## src/rtl/game_pkg.sv

```systemverilog
// Shared game-logic types: coordinate width, not-found sentinel, point and tracker state types.
package game_pkg;

  localparam int CW = 11;

  typedef logic [CW-1:0] coord_t;
  // Packed pair: [0] = x, [1] = y
  typedef coord_t [1:0] point_t;

  localparam coord_t SENTINEL = 11'd2023;
  localparam point_t NOT_FOUND = {SENTINEL, SENTINEL};
  localparam logic [19:0] COUNT_MAX = '1;

  typedef enum logic [1:0] {
    S_IDLE   = 2'd0,
    S_SCAN   = 2'd1,
    S_REPORT = 2'd2
  } tracker_state_t;

  function automatic point_t make_point(input coord_t x, input coord_t y);
    return {y, x};
  endfunction

endpackage

```

## src/rtl/marker_bbox_tracker_color_match.sv

```systemverilog
// Combinational marker-colour classifier; also reused by the debug overlay.
module marker_color_match
  import game_pkg::*;
#(
  parameter logic [CW-1:0] H_ACTIVE = 11'd800,
  parameter logic [CW-1:0] V_ACTIVE = 11'd600,
  parameter logic [7:0]    R_MIN    = 8'd160,
  parameter logic [7:0]    G_MAX    = 8'd80,
  parameter logic [7:0]    B_MAX    = 8'd80
) (
  input  logic [2:0][7:0]  rgb,
  input  logic [CW-1:0]    x,
  input  logic [CW-1:0]    y,
  input  logic             valid,
  output logic             match
);

  assign match = valid
               && (x < H_ACTIVE) && (y < V_ACTIVE)
               && (rgb[0] >= R_MIN)
               && (rgb[1] <= G_MAX)
               && (rgb[2] <= B_MAX);

endmodule

```

## src/rtl/marker_bbox_tracker.sv

```systemverilog
// Per-frame extreme-point tracker for the marker colour; reports {x,y} extremes at frame end.
// Optional horizontal-run filter: define MARKER_RUN_FILTER_EN.
module marker_bbox_tracker
  import game_pkg::*;
#(
  parameter logic [CW-1:0] H_ACTIVE   = 11'd800,
  parameter logic [CW-1:0] V_ACTIVE   = 11'd600,
  parameter logic [7:0]    R_MIN      = 8'd160,
  parameter logic [7:0]    G_MAX      = 8'd80,
  parameter logic [7:0]    B_MAX      = 8'd80,
  parameter logic [19:0]   MIN_PIXELS = 20'd16
) (
  input  logic            i_clk,
  input  logic            i_rst_n,
  input  logic            i_frame_start,
  input  logic            i_frame_end,
  input  logic            i_pix_valid,
  input  logic [CW-1:0]   i_x,
  input  logic [CW-1:0]   i_y,
  input  logic [2:0][7:0] i_rgb,
  output logic            o_predict_valid,
  output point_t          o_left,
  output point_t          o_right,
  output point_t          o_up,
  output point_t          o_down,
  output logic [19:0]     o_pix_count
);

  tracker_state_t state;

  logic        color_match;
  logic        hit;
  logic        found;
  point_t      cur;
  logic [19:0] count, count_nxt;
  point_t      left, right, up, down;
  point_t      left_nxt, right_nxt, up_nxt, down_nxt;

  marker_color_match #(
    .H_ACTIVE (H_ACTIVE),
    .V_ACTIVE (V_ACTIVE),
    .R_MIN    (R_MIN),
    .G_MAX    (G_MAX),
    .B_MAX    (B_MAX)
  ) u_match (
    .rgb   (i_rgb),
    .x     (i_x),
    .y     (i_y),
    .valid (i_pix_valid),
    .match (color_match)
  );

  assign cur = make_point(i_x, i_y);

`ifdef MARKER_RUN_FILTER_EN
  // Remembers the last valid pixel; a pixel counts only when it extends a matched run by one column.
  logic          run_active;
  logic [CW-1:0] run_x, run_y;

  always_ff @(posedge i_clk or negedge i_rst_n) begin
    if (!i_rst_n) begin
      run_active <= 1'b0;
      run_x      <= '0;
      run_y      <= '0;
    end else if (i_frame_start) begin
      run_active <= 1'b0;
    end else if (i_pix_valid) begin
      run_active <= color_match;
      run_x      <= i_x;
      run_y      <= i_y;
    end
  end

  assign hit = color_match && run_active && (run_y == i_y) && ((run_x + 1'b1) == i_x);
`else
  assign hit = color_match;
`endif

  // Accumulator view including this cycle's pixel, so a pixel arriving with i_frame_end is reported.
  always_comb begin
    count_nxt = count;
    left_nxt  = left;
    right_nxt = right;
    up_nxt    = up;
    down_nxt  = down;
    if (state == S_SCAN && hit) begin
      if (count != COUNT_MAX) count_nxt = count + 20'd1;
      if (count == '0) begin
        left_nxt  = cur;
        right_nxt = cur;
        up_nxt    = cur;
        down_nxt  = cur;
      end else begin
        if (i_x < left[0])  left_nxt  = cur;
        if (i_x > right[0]) right_nxt = cur;
        if (i_y < up[1])    up_nxt    = cur;
        if (i_y > down[1])  down_nxt  = cur;
      end
    end
  end

  assign found = (count_nxt >= MIN_PIXELS);

  // i_frame_start clears the accumulators in every state, overriding the update.
  always_ff @(posedge i_clk or negedge i_rst_n) begin
    if (!i_rst_n) begin
      count <= '0;
      left  <= '0;
      right <= '0;
      up    <= '0;
      down  <= '0;
    end else if (i_frame_start) begin
      count <= '0;
      left  <= '0;
      right <= '0;
      up    <= '0;
      down  <= '0;
    end else begin
      count <= count_nxt;
      left  <= left_nxt;
      right <= right_nxt;
      up    <= up_nxt;
      down  <= down_nxt;
    end
  end

  always_ff @(posedge i_clk or negedge i_rst_n) begin
    if (!i_rst_n) begin
      state           <= S_IDLE;
      o_predict_valid <= 1'b0;
      o_left          <= NOT_FOUND;
      o_right         <= NOT_FOUND;
      o_up            <= NOT_FOUND;
      o_down          <= NOT_FOUND;
      o_pix_count     <= '0;
    end else begin
      o_predict_valid <= 1'b0;
      case (state)
        S_IDLE: begin
          if (i_frame_start) state <= S_SCAN;
        end
        S_SCAN: begin
          if (i_frame_end) begin
            o_predict_valid <= 1'b1;
            o_pix_count     <= count_nxt;
            o_left          <= found ? left_nxt  : NOT_FOUND;
            o_right         <= found ? right_nxt : NOT_FOUND;
            o_up            <= found ? up_nxt    : NOT_FOUND;
            o_down          <= found ? down_nxt  : NOT_FOUND;
          end
          if (i_frame_start)    state <= S_SCAN;
          else if (i_frame_end) state <= S_REPORT;
        end
        S_REPORT: begin
          state <= i_frame_start ? S_SCAN : S_IDLE;
        end
        default: state <= S_IDLE;
      endcase
    end
  end

endmodule

```

## config.mk

```make
export PLATFORM = sky130hd
export DESIGN_NAME = marker_bbox_tracker
export DESIGN_NICKNAME = d
export VERILOG_FILES = /design/src/rtl/game_pkg.sv /design/src/rtl/marker_bbox_tracker_color_match.sv /design/src/rtl/marker_bbox_tracker.sv
export SDC_FILE = /design/constraint.sdc
export NUM_CORES = 1
export LEC_CHECK = 0
export ABC_AREA = 1
export CAP_MARGIN = 20
export CORE_MARGIN = 4
export CORE_UTILIZATION = 40
export CTS_CLUSTER_DIAMETER = 40
export DETAILED_ROUTE_END_ITERATION = 10
export PLACE_DENSITY_LB_ADDON = 0.15
export SYNTH_ARGS = -nofsm -noshare
export SYNTH_HDL_FRONTEND = slang
export SYNTH_SLANG_ARGS = --single-unit
```

## constraint.sdc

```tcl
create_clock -name i_clk -period 3.3 [get_ports i_clk]
set_input_delay 0.66 -clock i_clk [delete_from_list [all_inputs] [get_ports i_clk]]
set_output_delay 0.66 -clock i_clk [all_outputs]
set_load 0.05 [all_outputs]
```

**Word level (Yosys, flattened, before mapping)**

Index checks and enable logic that the tools add are counted.

- Reductions and logical operators: 10
- Mux-type cells: 30
- Equality and inequality tests: 5
- Order comparisons: 10
- $add $sub $neg: 1

Operator list:

| operator | number |
|---|---|
| 22-bit 2-to-1 mux | 20 |
| 20-bit 2-to-1 mux | 3 |
| 11-bit greater-than comparator | 2 |
| 11-bit by 10-bit less-than comparator with 1-bit output, second input constant | 2 |
| 11-bit less-than comparator | 2 |
| 20-bit by 1-bit adder with 20-bit output, second input constant | 1 |
| 20-bit by 5-bit >= comparator with 1-bit output, second input constant | 1 |
| 20-bit zero test | 1 |
| 20-bit inequality test, second input constant | 1 |
| 8-bit by 7-bit <= comparator with 1-bit output, second input constant | 2 |
| 8-bit >= comparator, second input constant | 1 |
| 1-bit logical AND | 6 |
| 2-bit 2-to-1 mux | 3 |
| 2-bit one-hot mux with 3 select lines | 1 |
| 2-bit AND reduction | 2 |
| 1-bit 2-to-1 mux | 3 |
| 3-bit inequality test, second input constant | 1 |
| 2-bit by 1-bit == test with 1-bit output, second input constant | 1 |
| 2-bit == test, second input constant | 1 |
| 2-bit zero test | 1 |
| 2-bit inequality test, second input constant | 1 |

- Bits of input ports: 51
- Logic and storage cells: 76
- Output and inout port bits: 109
- Flip-flop bits (word level): 219

**Logic depth before layout (Yosys ltp)**

- Depth in word-level cells: 10
- Depth in mapped cells: 21
- Gate-level depth less buffers: 18

**Hierarchy**

Synthesis repeated with hierarchy kept, for this count alone.

- Cell total of the unflattened synthesis: 1506
- Area total of the unflattened synthesis: 11762.5 sq um

By module, submodules not included:

| module | cells each | seq. area each (sq um) | times used | area each (sq um) |
|---|---|---|---|---|
| marker_bbox_tracker | 1466 | 5570.3 | 1 | 11604.9 |
| marker_color_match | 40 | 0.0 | 1 | 157.7 |

**Worst setup path before layout**

Ideal clock, no wire load.

- Kind: input -> register
- From: input i_x[10]
- To: register o_left[3] (netlist bit)
- Setup time: 118 ps
- Stages: 17
- Slack: 871 ps
- Required time: 3182 ps
- Arrival time: 2310 ps
- Buffers on the path: 3
- Path through: inv_1 -> nand4_1 -> nor2_2 -> nand3_2 -> nor2_4 -> buf_4 -> nand3_1 -> nand2_1 -> nand2_1 -> nor2_1 -> nand2_1 -> nor2_2 -> nand2_2 -> buf_6 -> buf_2 -> nand3b_1 -> nand2_1

- Longest elaborated chain between the ends: 10
- Elaborated cells on any way between the ends: 14
- Classes of those cells: order compare: 3; mux: 5; reduce/logical: 6

RTL lines:

| what | RTL line | text |
|---|---|---|
| start: declaration | marker_bbox_tracker.sv:18 | `input logic [CW-1:0] i_x,` |
| 11-bit by 10-bit less-than comparator with 1-bit output | marker_bbox_tracker_color_match.sv:19 | `&& (x < H_ACTIVE) && (y < V_ACTIVE)` |
| 1-bit logical AND (2 in a row) | marker_bbox_tracker_color_match.sv:19 |  |
| 1-bit logical AND | marker_bbox_tracker_color_match.sv:20 | `&& (rgb[0] >= R_MIN)` |
| 1-bit logical AND | marker_bbox_tracker_color_match.sv:21 | `&& (rgb[1] <= G_MAX)` |
| 1-bit logical AND | marker_bbox_tracker_color_match.sv:22 | `&& (rgb[2] <= B_MAX);` |
| 1-bit logical AND | marker_bbox_tracker.sv:86 | `if (state == S_SCAN && hit) begin` |
| 20-bit 2-to-1 mux | marker_bbox_tracker.sv:86 |  |
| 20-bit by 5-bit >= comparator with 1-bit output | marker_bbox_tracker.sv:102 | `assign found = (count_nxt >= MIN_PIXELS);` |
| 22-bit 2-to-1 mux * | marker_bbox_tracker.sv:146 | `o_left <= found ? left_nxt : NOT_FOUND;` |
| end signal: assignment | marker_bbox_tracker.sv:146 |  |
| end: declaration | marker_bbox_tracker.sv:22 | `output point_t o_left,` |

Every way passes the cells marked *; elsewhere a longest branch is shown, timed or not.
A chain may end at the register's enable or synchronous reset.

**Worst setup path in the final report**

- From: input i_y[5]
- To: register o_down[20] (netlist bit)

- Longest elaborated chain between the ends: 9
- Elaborated cells on any way between the ends: 13
- Classes of those cells: order compare: 3; mux: 5; reduce/logical: 5

RTL lines:

| what | RTL line | text |
|---|---|---|
| start: declaration | marker_bbox_tracker.sv:19 | `input logic [CW-1:0] i_y,` |
| 11-bit by 10-bit less-than comparator with 1-bit output | marker_bbox_tracker_color_match.sv:19 |  |
| 1-bit logical AND | marker_bbox_tracker_color_match.sv:19 |  |
| 1-bit logical AND | marker_bbox_tracker_color_match.sv:20 |  |
| 1-bit logical AND | marker_bbox_tracker_color_match.sv:21 |  |
| 1-bit logical AND | marker_bbox_tracker_color_match.sv:22 |  |
| 1-bit logical AND | marker_bbox_tracker.sv:86 |  |
| 20-bit 2-to-1 mux | marker_bbox_tracker.sv:86 |  |
| 20-bit by 5-bit >= comparator with 1-bit output | marker_bbox_tracker.sv:102 |  |
| 22-bit 2-to-1 mux * | marker_bbox_tracker.sv:149 | `o_down <= found ? down_nxt : NOT_FOUND;` |
| end signal: assignment | marker_bbox_tracker.sv:149 |  |
| end: declaration | marker_bbox_tracker.sv:25 | `output point_t o_down,` |

Marks and branches as above.

==> run_results.csv <==
group,metric,value,unit
grt,grt-ovfl-total,0,
sta,timing.final.crit_share,0.884,
grt,grt_util_met3,0.0354,
power,ir_drop,330,uV
routing,num_vias,11400,
setup_path,crit_fanout,12,
grt,antenna_found_initial,1,
placement,dp_hpwl,26.7,mm
sta,fin_crit,2.92,ns
routing,drc,0,
setup_path,end_kind,"register",
placement,gp_congestion,0.924,
clock_tree,post-cts-setup-buffers,0,
clock_tree,clock-sinks,219,
clock_tree,cts.path.max_buffers,3,
setup_path,critPathRequiredTime,3.74,ns
grt,grt_max_degree,98,
placement,place_inst,2218,
sta,tns,0,ns
clock_tree,clock_latency,0.53,ns
grt,track_usage,0.224,
die,io_pins,160,
grt,met1_usage,0.326,
die,coreArea,29600,um2
routing,wl_per_cell,16.2,um
finish,n_antenna_cell,0,
die,rows,63,
synth,yosys.area.top_type_share,0.308,
synth,syn_area,11900,um2
sta,setup_viol,0,
sta,hold_slack,0.111,ns
sta,drv_slew,0,
synth,synth_cell_types,32,
grt,grt.busiest_layer,"met2",
die,start_util,0.404,
routing,dr.first_iter.drc_count,684,
sta,fin_skew,0.0244,ns
setup_path,critPathArrivalTime,3.36,ns
clock_tree,cts_hold_buf,0,
clock_tree,cts.repair.resized,0,
clock_tree,numCtsBuffers,40,
routing,routed_wl,37.0,mm
setup_path,critPathSlowestCell,"clkdlybuf4s50_1",
clock_tree,cts.clk_slew.worst_paths,0.05,ns
finish,area_growth,34.5,%
routing,via_per_inst,4.97,
hold_path,holdCritPathClass,"primary input to async pin",
grt,grt_pass1_wl,59.9,mm
grt,grt_pass1_vias,11300,
sta,max_slew_margin,0.312,
finish,fin_util,0.544,
routing,dr.pass1.iters,5,
die,die_x,181,um
sta,worst_pin_slew,1.03,ns
synth,synthesis.nets,1729,
power,p_per_area,562,nW/um2
setup_path,critPathKind,"primary input to register",
clock_tree,cts-htree-levels,2,
finish,final_common_cell,"nand2_1",
synth,ys_seq_elements,219,
synth,syn_area_per_cell,7.31,um2
routing,antenna_left,0,
synth,yosysTopAreaCell,"dfrtp_1",
setup_path,worstSetupStartpointType,"primary input",
sta,rsz0062_at_grt,"false",
finish,most-common-layout-cells,"nand2_1 (636), nor2_1 (180), clkdlybuf4s50_1 (152)",
setup_path,worstPathCellList,"clkdlybuf4s50_1 -> buf_4 -> ha_1 -> nand2_1 -> o21ai_0 -> nand3_1 -> nand3_1 -> nand2_1 -> buf_4 -> buf_4 -> o21ai_0 -> nand2_1 -> nand2_1 -> nand2_1 -> o21ai_0 -> nand2_1 -> nand2_1 -> nand2_1",
sta,fmax,343,MHz
synth,ys_seq_area_frac,0.466,
grt,grt_use_met2,0.351,
finish,nets,1965,
run_status,outcome,"finished, final reports clean",
finish,fin_cells,2292,
setup_path,crit_path_frequent_cell,"nand2_1",
die,die_h,181,um
finish,layout-drive-gt1-share,0.154,
sta,hold_violations,0,
die,dieArea,32700,um2
clock_tree,root_buffer,"clkbuf_16",
setup_path,cpPeakStageDelay,0.54,ns
synth,yosysWarnings,0,
power,leakagePower,7.84,nW
clock_tree,cts_tree,"done",
synth,syn_inst,1634,
placement,port-buffer-count,154,
synth,synth_area_leaders,"dfrtp_1 (31%), nand2_1 (20%), dfstp_2 (16%), nor2_1 (5.7%), o21ai_0 (5.5%)",
run,drv_cap,0,
-- layer usage --
| metal | vias up | wire length [um] |
|---|---|---|
| met5 | - | 8 |
| met4 | 2 | 838 |
| met3 | 56 | 2040 |
| met2 | 290 | 16400 |
| met1 | 5375 | 17700 |
| li1 | 5660 | - |
-- synthesized netlist by cell type --
library cell,number
nand2_1,636
nor2_1,182
dfrtp_1,147
o21ai_0,131
inv_1,123
a21oi_1,79
dfstp_2,72
clkbuf_1,62
nand3_1,51
ha_1,44
nand4_1,19
nand3b_1,11
buf_2,10
and2_1,9
or2_2,9
mux2i_1,5
nor2_2,5
nor2_4,5
nor3_1,5
o21a_1,5
nor4_1,4
inv_2,3
nand2_2,3
buf_4,2
buf_6,2
nand3_2,2
o2111ai_1,2
xor2_1,2
nand3_4,1
nor3b_1,1
o211ai_1,1
xnor2_1,1
-- power by group --
| part | internal (mW) | switching [mW] | total, mW |
|---|---|---|---|
| registers | 3.00 | 0.109 | 3.10 |
| clock network | 2.59 | 1.57 | 4.16 |
| logic | 0.579 | 1.19 | 1.77 |
-- logic make-up after synthesis --
| kind of cell | synth area share |
|---|---|
| flops | 0.466 |
| mux | 0.00419 |
| compound gates | 0.0932 |
| simple gates | 0.322 |
| buf+inv | 0.0664 |
| xor+xnor | 0.00220 |
| fa+ha+maj | 0.0461 |
-- metrics by stage --
stage                     worst slack (ns)  total power [mW]  area [um2]
final                                0.382              9.04       16100
after global routing                 0.132              9.41       16100
after CTS                            0.397              9.13       16100
after detailed placement            -0.124              4.93       14700
after global placement              -0.138              4.91       14700
after floorplan                      0.871              4.21       11900
-- flip-flops by register name (all words and copies together) (netlist names) --
signal           count
o_down              22
o_predict_valid      1
o_pix_count         20
count               20
up                  22
o_right             22
right               22
down                22
state                2
left                22
o_left              22
o_up                22
-- critical path: cells and delay by family --
kind	cells	cell delay, ns
buffers and inverters	4	1.11
AND/OR/NAND/NOR	10	0.83
AO/OA/AOI/OAI	3	0.48
adder cells (fa/ha/maj)	1	0.27
-- final cells by class --
class / count / area, um2
clock inverter: 30 / 340
timing repair buffer: 270 / 2560
fill: 2902 / 13500
multi-input combinational: 1213 / 5600
tap: 390 / 488
sequential: 219 / 5570
clock buffer: 44 / 1040
inverter: 126 / 474
-- path summary, 6_finish.rpt --
kind	slack (ns)	to	cells after the start	from
max reg2reg	0.41	o_right[16]$_DFFE_PN1P_	15	count[0]$_DFF_PN0_
max	0.38	o_down[20]$_DFFE_PN1P_	18	i_y[5]
max in group asynchronous	2.24	o_up[11]$_DFFE_PN1P_	2	i_rst_n
min	0.11	o_pix_count[0]$_DFFE_PN0P_	1	i_rst_n
min in group i_clk	0.46	o_left[6]$_DFFE_PN1P_	2	o_left[6]$_DFFE_PN1P_
min reg2reg	0.46	o_left[6]$_DFFE_PN1P_	2	o_left[6]$_DFFE_PN1P_
(Power assumes the default switching activity.)
==> patch (config.mk and constraints unchanged) <==
Build with the macro `MARKER_RUN_FILTER_EN` defined.
--- a/src/rtl/marker_bbox_tracker.sv
+++ b/src/rtl/marker_bbox_tracker.sv
@@ -2,2 +2,4 @@
 // Optional horizontal-run filter: define MARKER_RUN_FILTER_EN.
+`define MARKER_RUN_FILTER_EN
+
 module marker_bbox_tracker
Function: changed (a bounded check fails within 4 cycles, from zero or initial values and one cycle with i_rst_n low).
==> patch against the unedited design <==
  * Synthesized cell count increased by 9.9%
  * Routed wire length increased by 11%
  * Largest cell class is now flip-flops and latches
  * Worst setup slack got worse by 0.17 ns
  * Sequential cell count increased by 23
  * Area after synthesis increased by 13%
  * Final area increased by 13%
Power is not compared: it rests on default switching activity, and its combinational part moved more than twofold at a synthesized area within 25%.
==> patch: results <==
drt:
  met1_length_um: 19800
  route.met2.wl_um: 18700
  highest-signal-layer: "met4"
  totalWireLength_um: 41200
  first_iter_violations: 780
  routed_wire_length_per_instance_um: 16.1
  detailroute.wirelength.met3_um: 1850
  drt-vias-per-instance: 4.74
logic_synthesis:
  post_synth_main_area_contributors: "sky130_fd_sc_hd__dfrtp_1, sky130_fd_sc_hd__dfstp_2, sky130_fd_sc_hd__nand2_1"
  postSynthCellCount: 1796
  netlist_top_cells_count: "sky130_fd_sc_hd__nand2_1, sky130_fd_sc_hd__inv_1, sky130_fd_sc_hd__nor2_1, sky130_fd_sc_hd__dfrtp_1, sky130_fd_sc_hd__o21ai_0"
  area_fraction_in_compound_gates_after_synthesis_pct: 10.9
  share_of_synthesized_area_spent_on_multiplexers_pct: 0
  yosysSeqAreaShare_pct: 45.5
  synth.net_count: 1892
  synth_cell_types: 36
global_routing:
  globalRouteMet1Util_pct: 32.5
  grt_first_pass_wirelength_um: 65900
  grt_use_total_pct: 22.7
  grt_antenna_before_repair: 0
  grtUsageMet3_pct: 3.69
clocking:
  clock_buffer_count_from_cts: 42
finish:
  final_layout_size_suffix_gt1_share_pct: 20.7
setup_path:
  cell_class_contributing_the_biggest_share_of_worst_path_delay: "simple AND/OR/NAND/NOR gates"
  worst_r2r_startpoint: "run_x[0]"
  crit-reg2reg-capture: "o_down[2]"
  critical_path_arrival_ns: 3.55
  timing.critical_path.fanout_max: 50
  reg2reg_depth: 21
timing:
  timing.max_slew.rel_slack_pct: 58.1
  fmax_ghz: 0.324
  fin_worst_skew_ns: 0.0193
placed_design:
  pre_cts_slack_ns: -0.384
  place.detailed.instances: 2476
  post-dp-hpwl_um: 30100
outcome:
  run_status: "finished clean"
patch: cell count changes after synthesis, moves of 10 or more:
| cell | before | now |
|---|---|---|
| sky130_fd_sc_hd__o21a_1 | 5 | 21 |
| sky130_fd_sc_hd__nor2_1 | 182 | 269 |
| sky130_fd_sc_hd__or2_2 | 9 | 91 |
| sky130_fd_sc_hd__a21oi_2 | 0 | 10 |
| sky130_fd_sc_hd__nand2_1 | 636 | 403 |
| sky130_fd_sc_hd__dfrtp_1 | 147 | 170 |
| sky130_fd_sc_hd__nand4_1 | 19 | 30 |
| sky130_fd_sc_hd__a21oi_1 | 79 | 96 |
| sky130_fd_sc_hd__a21oi_4 | 0 | 10 |
| sky130_fd_sc_hd__o21ai_0 | 131 | 106 |
| sky130_fd_sc_hd__inv_1 | 123 | 293 |
patch: final cells by class:
type / instances / area share, %
clock buffer: 48 / 6.03
clock inverter: 30 / 2.30
inverter: 296 / 6.13
multi-input combinational: 1188 / 33.1
sequential: 242 / 33.9
tap: 448 / 3.09
timing repair buffer: 303 / 15.5
patch: report_power, final:
| group | internal, mW | switching (mW) |
|---|---|---|
| clock | 3.05 | 1.60 |
| combinational | 0.265 | 0.485 |
| sequential | 3.01 | 0.0385 |
patch: how the worst max path moves through the flow:
stage | endpoint | depth (start not counted)
global route | o_up[10] | 22
global placement | o_down[16] | 18
detailed placement | o_right[17] | 21
CTS | o_down[16] | 18
finish | o_down[2] | 18
floorplan | o_left[0] | 20
patch: per-stage QoR:
step	cell area [um2]	hold slack [ns]	total power, mW
final	18100	0.104	8.45
after global routing	18100	0.131	8.79
after CTS	18100	0.107	8.56
after global placement	16500	0.428	3.84
after detailed placement	16500	0.434	3.85
after floorplan	13500	0.364	3.47
